**src/rtl/jtframe_i2s_tx_pkg.sv**
```systemverilog
// Shared I2S framing constants and the slot bit-select helper.
package jtframe_i2s_tx_pkg;

   localparam int SLOT  = 32;
   localparam int FRAME = 64;

   // Slot position s=1 addresses bit 31 (the MSB) and s=0 wraps to bit 0.
   // Bit 0 is always padding because W <= 24.
   function automatic logic slot_bit(input logic [SLOT-1:0] slot, input logic [4:0] s);
      return slot[5'd0 - s];
   endfunction

endpackage

```
**src/rtl/jtframe_peak_hold.sv**
```systemverilog
// Counter-based pulse stretcher: trig reloads HOLD, each tick counts down,
// and led stays high while the count is non-zero.
module jtframe_peak_hold #(
   parameter int CNTW = 12,
   parameter int HOLD = 2048
) (
   input  logic clk,
   input  logic rst,
   input  logic trig,
   input  logic tick,
   output logic led
);

   logic [CNTW-1:0] cnt_q, cnt_d;
   logic            led_q, led_d;

   always_comb begin
      cnt_d = cnt_q;
      if (trig)
         cnt_d = CNTW'(HOLD);
      else if (tick && (cnt_q != '0))
         cnt_d = cnt_q - 1'b1;
      led_d = (cnt_d != '0);
   end

   always_ff @(posedge clk) begin
      if (rst) begin
         cnt_q <= '0;
         led_q <= 1'b0;
      end else begin
         cnt_q <= cnt_d;
         led_q <= led_d;
      end
   end

   assign led = led_q;

endmodule

```
**src/rtl/jtframe_i2s_tx.sv**
```systemverilog
// Stereo I2S transmitter: a double-buffered sample input feeds two 32-bit slots
// that are shifted out MSB-first, with a stretched peak indicator.
module jtframe_i2s_tx
   import jtframe_i2s_tx_pkg::*;
#(
   parameter int W        = 16,
   parameter int HALFDIV  = 4,
   parameter int PEAKHOLD = 2048
) (
   input  logic         clk,
   input  logic         rst,
   input  logic         sample,
   input  logic [W-1:0] left,
   input  logic [W-1:0] right,
   input  logic         peak,
   output logic         ready,
   output logic         ovr,
   output logic         bclk,
   output logic         lrclk,
   output logic         sdata,
   output logic         peak_led
);

   localparam int DIVW = $clog2(HALFDIV);
   localparam int CNTW = $clog2(PEAKHOLD + 1);

   logic [DIVW-1:0] div_q, div_d;
   logic            bclk_q, bclk_d;
   logic [5:0]      bc_q, bc_d;
   logic            started_q, started_d;
   logic            sdata_q, sdata_d;
   logic            full_q, full_d;
   logic            ovr_q, ovr_d;
   logic [W-1:0]    hold_l_q, hold_l_d, hold_r_q, hold_r_d;
   logic [W-1:0]    word_l_q, word_l_d, word_r_q, word_r_d;

   logic            div_tc, fall, load;
   logic [SLOT-1:0] slot_l, slot_r;

   always_comb begin
      div_tc = (div_q == DIVW'(HALFDIV - 1));
      fall   = div_tc & bclk_q;
      // The very first fall after reset opens frame 0 instead of advancing bc.
      load   = fall & (~started_q | (bc_q == 6'(FRAME - 1)));

      div_d     = div_tc ? '0 : div_q + 1'b1;
      bclk_d    = bclk_q ^ div_tc;
      started_d = started_q | fall;
      bc_d      = bc_q;
      if (fall && started_q)
         bc_d = bc_q + 6'd1;

      word_l_d = word_l_q;
      word_r_d = word_r_q;
      if (load && full_q) begin
         word_l_d = hold_l_q;
         word_r_d = hold_r_q;
      end

      slot_l  = {word_l_q, {(SLOT - W){1'b0}}};
      slot_r  = {word_r_q, {(SLOT - W){1'b0}}};
      sdata_d = sdata_q;
      if (fall)
         sdata_d = slot_bit(bc_d[5] ? slot_r : slot_l, bc_d[4:0]);

      // A strobe coinciding with a load refills the buffer the load just drained.
      hold_l_d = hold_l_q;
      hold_r_d = hold_r_q;
      full_d   = full_q & ~load;
      ovr_d    = ovr_q;
      if (sample) begin
         hold_l_d = left;
         hold_r_d = right;
         full_d   = 1'b1;
         if (full_q && !load)
            ovr_d = 1'b1;
      end
   end

   always_ff @(posedge clk) begin
      if (rst) begin
         div_q     <= '0;
         bclk_q    <= 1'b0;
         bc_q      <= '0;
         started_q <= 1'b0;
         sdata_q   <= 1'b0;
         full_q    <= 1'b0;
         ovr_q     <= 1'b0;
         hold_l_q  <= '0;
         hold_r_q  <= '0;
         word_l_q  <= '0;
         word_r_q  <= '0;
      end else begin
         div_q     <= div_d;
         bclk_q    <= bclk_d;
         bc_q      <= bc_d;
         started_q <= started_d;
         sdata_q   <= sdata_d;
         full_q    <= full_d;
         ovr_q     <= ovr_d;
         hold_l_q  <= hold_l_d;
         hold_r_q  <= hold_r_d;
         word_l_q  <= word_l_d;
         word_r_q  <= word_r_d;
      end
   end

   jtframe_peak_hold #(
      .CNTW (CNTW),
      .HOLD (PEAKHOLD)
   ) u_peak (
      .clk  (clk),
      .rst  (rst),
      .trig (peak),
      .tick (load),
      .led  (peak_led)
   );

   assign ready = ~full_q;
   assign ovr   = ovr_q;
   assign bclk  = bclk_q;
   assign lrclk = bc_q[5];
   assign sdata = sdata_q;

endmodule

```
**config.mk**
```make
export PLATFORM = sky130hd
export DESIGN_NAME = jtframe_i2s_tx
export DESIGN_NICKNAME = d
export VERILOG_FILES = /design/src/rtl/jtframe_i2s_tx_pkg.sv /design/src/rtl/jtframe_peak_hold.sv /design/src/rtl/jtframe_i2s_tx.sv
export SDC_FILE = /design/constraint.sdc
export NUM_CORES = 1
export LEC_CHECK = 0
export CELL_PAD_IN_SITES_DETAIL_PLACEMENT = 1
export CELL_PAD_IN_SITES_GLOBAL_PLACEMENT = 1
export CORE_MARGIN = 8
export CORE_UTILIZATION = 43
export DETAILED_ROUTE_END_ITERATION = 7
export MAX_ROUTING_LAYER = met4
export PLACE_DENSITY_LB_ADDON = 0.1
export SYNTH_ARGS = -nofsm -noshare
export SYNTH_HDL_FRONTEND = slang
export SYNTH_SLANG_ARGS = --single-unit
export TNS_END_PERCENT = 100
```
**constraint.sdc**
```tcl
create_clock -name clk -period 3.4 [get_ports clk]
set_input_delay 0.68 -clock clk [delete_from_list [all_inputs] [get_ports clk]]
set_output_delay 0.68 -clock clk [all_outputs]
set_load 0.01 [all_outputs]
```
==> impl_summary.log <==
INFO  metric setup_repair_after_global_routing_missed_its_margin = no
INFO  metric die_x = approximately 110 um
INFO  metric cts.path.max_buffers = 2
INFO  metric drc = 0
INFO  metric cp_data_arrival_time = 3.18 ns
INFO  metric ctsHtreeMaxLevel = 3
INFO  metric post-place-ws = ~0.52 ns
INFO  metric synth_seq_area_share = a little under half
INFO  metric leakagePower = between 1.5 and 2 nW
INFO  metric power.ir.vdd_worst = a little under 200 uV
INFO  metric post_synthesis_async_set_or_reset_flop_share = 0%
INFO  metric power_per_cell_area = around 430 nW/um^2
INFO  metric crit_path_start_kind = flop
INFO  metric cell_types_with_the_largest_area_share_after_synthesis = sky130_fd_sc_hd__dfxtp_1 (47%), sky130_fd_sc_hd__mux2i_1 (8.4%), sky130_fd_sc_hd__nand2_1 (6.8%)
INFO  metric cts_setup_buffers = 0
INFO  metric grt.overflow.total = 0
INFO  metric final.period_utilization = slightly below 90%
INFO  metric first_global_vias = roughly 3200
INFO  metric final_nets = just under 500
INFO  metric timing.slew.headroom = approximately a third
INFO  metric worstSkewPairLatency = between 0.3 and 0.4 ns
INFO  metric synth_cell_type_count = slightly below 50
INFO  metric cts_resized = 0
INFO  metric detail_route.iter0.violations = 120
INFO  metric filler_cell_count = a little over 1000
INFO  metric dieHeight = roughly 110 um
INFO  metric maxSlewViolCount = 0
INFO  metric synthesis.nets = roughly 460
INFO  metric n_antenna_cell = 0
INFO  metric synth_flop_cell = sky130_fd_sc_hd__dfxtp_1
INFO  metric syn_inst = approximately 420
INFO  metric hpwl = between 6 and 7 mm
INFO  metric finalPower = between 1.5 and 2 mW
INFO  metric route.vias.total = between 3000 and 4000
INFO  metric drt-total-wl = roughly 9.0 mm
INFO  metric cts.root.buffer_cell = sky130_fd_sc_hd__clkbuf_8
INFO  metric cp.required = about 3.7 ns
INFO  metric worst_slack = approximately 0.46 ns
INFO  metric final_layout_size_suffix_gt1_share = roughly 9.2%
INFO  metric min_path_type = reg2reg
INFO  metric yosys.cell_count.top_type = sky130_fd_sc_hd__dfxtp_1
INFO  metric worst_setup_path_end_kind = flop
INFO  metric maxClockFrequency = 0.340 GHz
INFO  metric stdcell_area = 4510 sq um
INFO  metric synth_common_cells = sky130_fd_sc_hd__dfxtp_1 (90), sky130_fd_sc_hd__nand2_1 (69), sky130_fd_sc_hd__nor2_1 (61)
INFO  metric globalplace.congestion = approximately 0.87
INFO  metric critPathKind = reg2reg
INFO  metric regToRegSetupSlack = ~0.46 ns
INFO  metric cts.reportedPaths.clkPinSlew = 0.09 ns
INFO  metric synth_top_cell_by_area = sky130_fd_sc_hd__dfxtp_1
INFO  metric total_of_hold_buffers_inserted_after_clock_tree_synthesis = 0
INFO  metric numCtsBuffers = 9
INFO  metric cts_num_sinks = 90
INFO  metric max_cap_viol_count = 0
INFO  metric avgViaCountPerCell = 5.33
INFO  metric die_area = approximately 12000 sq um
INFO  metric synth-seq-cells = 90
INFO  metric core_region_area = 8680 sq um
INFO  metric total_negative_slack_for_setup_checks = 0 ns
INFO  metric grt_antenna_before_repair = 0
INFO  metric synth.cell_area = ~3800 sq um
INFO  metric remaining_antenna_violation_count = 0
INFO  metric rows = 34
INFO  metric run_status = finished clean
INFO  metric report.final.hold_viol_count = 0
INFO  metric synth_enable_flop_cells = 0
INFO  metric netlist.area_leader.share = between 40% and 50%
INFO  metric grt_pass1_wl = 15.4 mm
INFO  metric timing.critical_path.fanout_max = 12
INFO  metric tritoncts_clock_tree = built
INFO  metric io_pins = 42
INFO  metric routedWlPerCell = 15.9 um
INFO  metric maximum_number_of_pins_on_one_net_before_global_route_repair = 39
INFO  metric synth_area_per_cell = just over 9 sq um
INFO  metric start_util = between 40% and 50%
INFO  metric tightestPinTransition = slightly below 1 ns
INFO  metric syn2layout_area_growth = 17.9%
INFO  metric port-buffer-count = between 40 and 50
INFO  metric final.setup_skew = between 0.009 and 0.01 ns
INFO  metric synthesis.yosys.warnings = 0
INFO  metric first_pass_iters = 5
INFO  metric dpl_cell_area = about 4300 sq um
INFO  metric post-route-min-period = slightly below 3 ns
INFO  metric grt_util_all_layers = between 15 and 20%
INFO  metric report.final.setup_viol = 0
through the flow:
| stage | instances | hold WS, ns | util [%] |
|---|---|---|---|
| global placement | 551 | 0.414 | 49.8 |
| CTS | 567 | 0.437 | 52.0 |
| global route | 567 | 0.463 | 52.0 |
| detailed placement | 551 | 0.424 | 49.8 |
| finish | 567 | 0.433 | 52.0 |
| floorplan | 419 | 0.408 | - |
final cells by class:
class,instances,area [sq um],share of cell area [%]
repair buffers,47,445,9.87
flip-flops and latches,90,1800,39.9
multi-input cells,297,1900,42.2
inverters,9,33.8,0.749
well taps,108,135,2.99
clock buffers,10,128,2.83
clock inverters,6,66.3,1.47
metal layers:
layer  vias to the layer above  wire, um  track usage, %
li1                       1512         -               -
met1                      1460      4150            19.6
met2                        43      4560            28.0
met3                         9       224            2.91
met4                         0        91            5.14
met5                         -         0               -
power breakdown:
part	internal [mW]	switching, mW	leakage, nW
Combinational	0.0737	0.0562	0.880
Clock	0.342	0.389	0.0889
Sequential	1.08	0.0168	0.733
Total	1.50	0.462	1.70
path summary, 6_finish.rpt:
path / from / end / cells past startpoint
setup / recovery: div_q[0] / sdata / 9
hold / removal: div_q[0] / div_q[0] / 1
setup reg to reg: div_q[0] / sdata / 9
hold reg to reg: div_q[0] / div_q[0] / 1
state kept, by name, summed over array words and instances (netlist names):
signal and flops:
hold_l_q 16, hold_r_q 16, word_l_q 16, word_r_q 16, u_peak.cnt_q 12, bc_q 6
div_q 2, bclk 1, full_q 1, ovr 1, sdata 1, started_q 1
u_peak.led 1
worst max-delay path, stage by stage (launching register included):
cell                       delay (ns)
sky130_fd_sc_hd__dfxtp_1         0.34
sky130_fd_sc_hd__ha_1            0.20
sky130_fd_sc_hd__ha_1            0.47
sky130_fd_sc_hd__nand2_2         0.21
sky130_fd_sc_hd__mux2_2          0.35
sky130_fd_sc_hd__o311ai_0        0.52
sky130_fd_sc_hd__a21oi_1         0.16
sky130_fd_sc_hd__a22oi_1         0.22
sky130_fd_sc_hd__a211oi_1        0.10
sky130_fd_sc_hd__a211o_1         0.27
logic make-up (layout without fill, tap and decap cells):
kind of cell    after synthesis  in the layout  share of synthesized area (%)
compound gates               64             64                           10.5
flops                        90             90                           47.1
xor+xnor                     18             18                           4.61
simple gates                168            168                           19.2
mux                          41             41                           13.5
fa+ha+maj                     6              6                           1.96
buf+inv                      32             72                           3.30
placed cells by master, fill, tap and decap left out, types with 2 or more instances in the layout:
master and instances:
sky130_fd_sc_hd__a211o_1 2, sky130_fd_sc_hd__dfxtp_1 90, sky130_fd_sc_hd__a22oi_1 4, sky130_fd_sc_hd__a211oi_1 3, sky130_fd_sc_hd__clkinvlp_4 3, sky130_fd_sc_hd__clkdlybuf4s50_1 39
sky130_fd_sc_hd__buf_4 6, sky130_fd_sc_hd__nor3_1 9, sky130_fd_sc_hd__ha_1 6, sky130_fd_sc_hd__clkbuf_8 9, sky130_fd_sc_hd__nor4_1 2, sky130_fd_sc_hd__or3_1 4
sky130_fd_sc_hd__nand4_1 2, sky130_fd_sc_hd__inv_1 8, sky130_fd_sc_hd__nand2_1 69, sky130_fd_sc_hd__a21oi_1 40, sky130_fd_sc_hd__buf_2 2, sky130_fd_sc_hd__nand3_1 7
sky130_fd_sc_hd__nor2b_1 2, sky130_fd_sc_hd__nand4b_1 2, sky130_fd_sc_hd__xnor2_1 13, sky130_fd_sc_hd__xor2_1 4, sky130_fd_sc_hd__mux2i_1 32, sky130_fd_sc_hd__mux4_2 7
sky130_fd_sc_hd__o21ai_0 4, sky130_fd_sc_hd__nor2_1 60
Note: power is estimated with default switching activity, not from simulation.
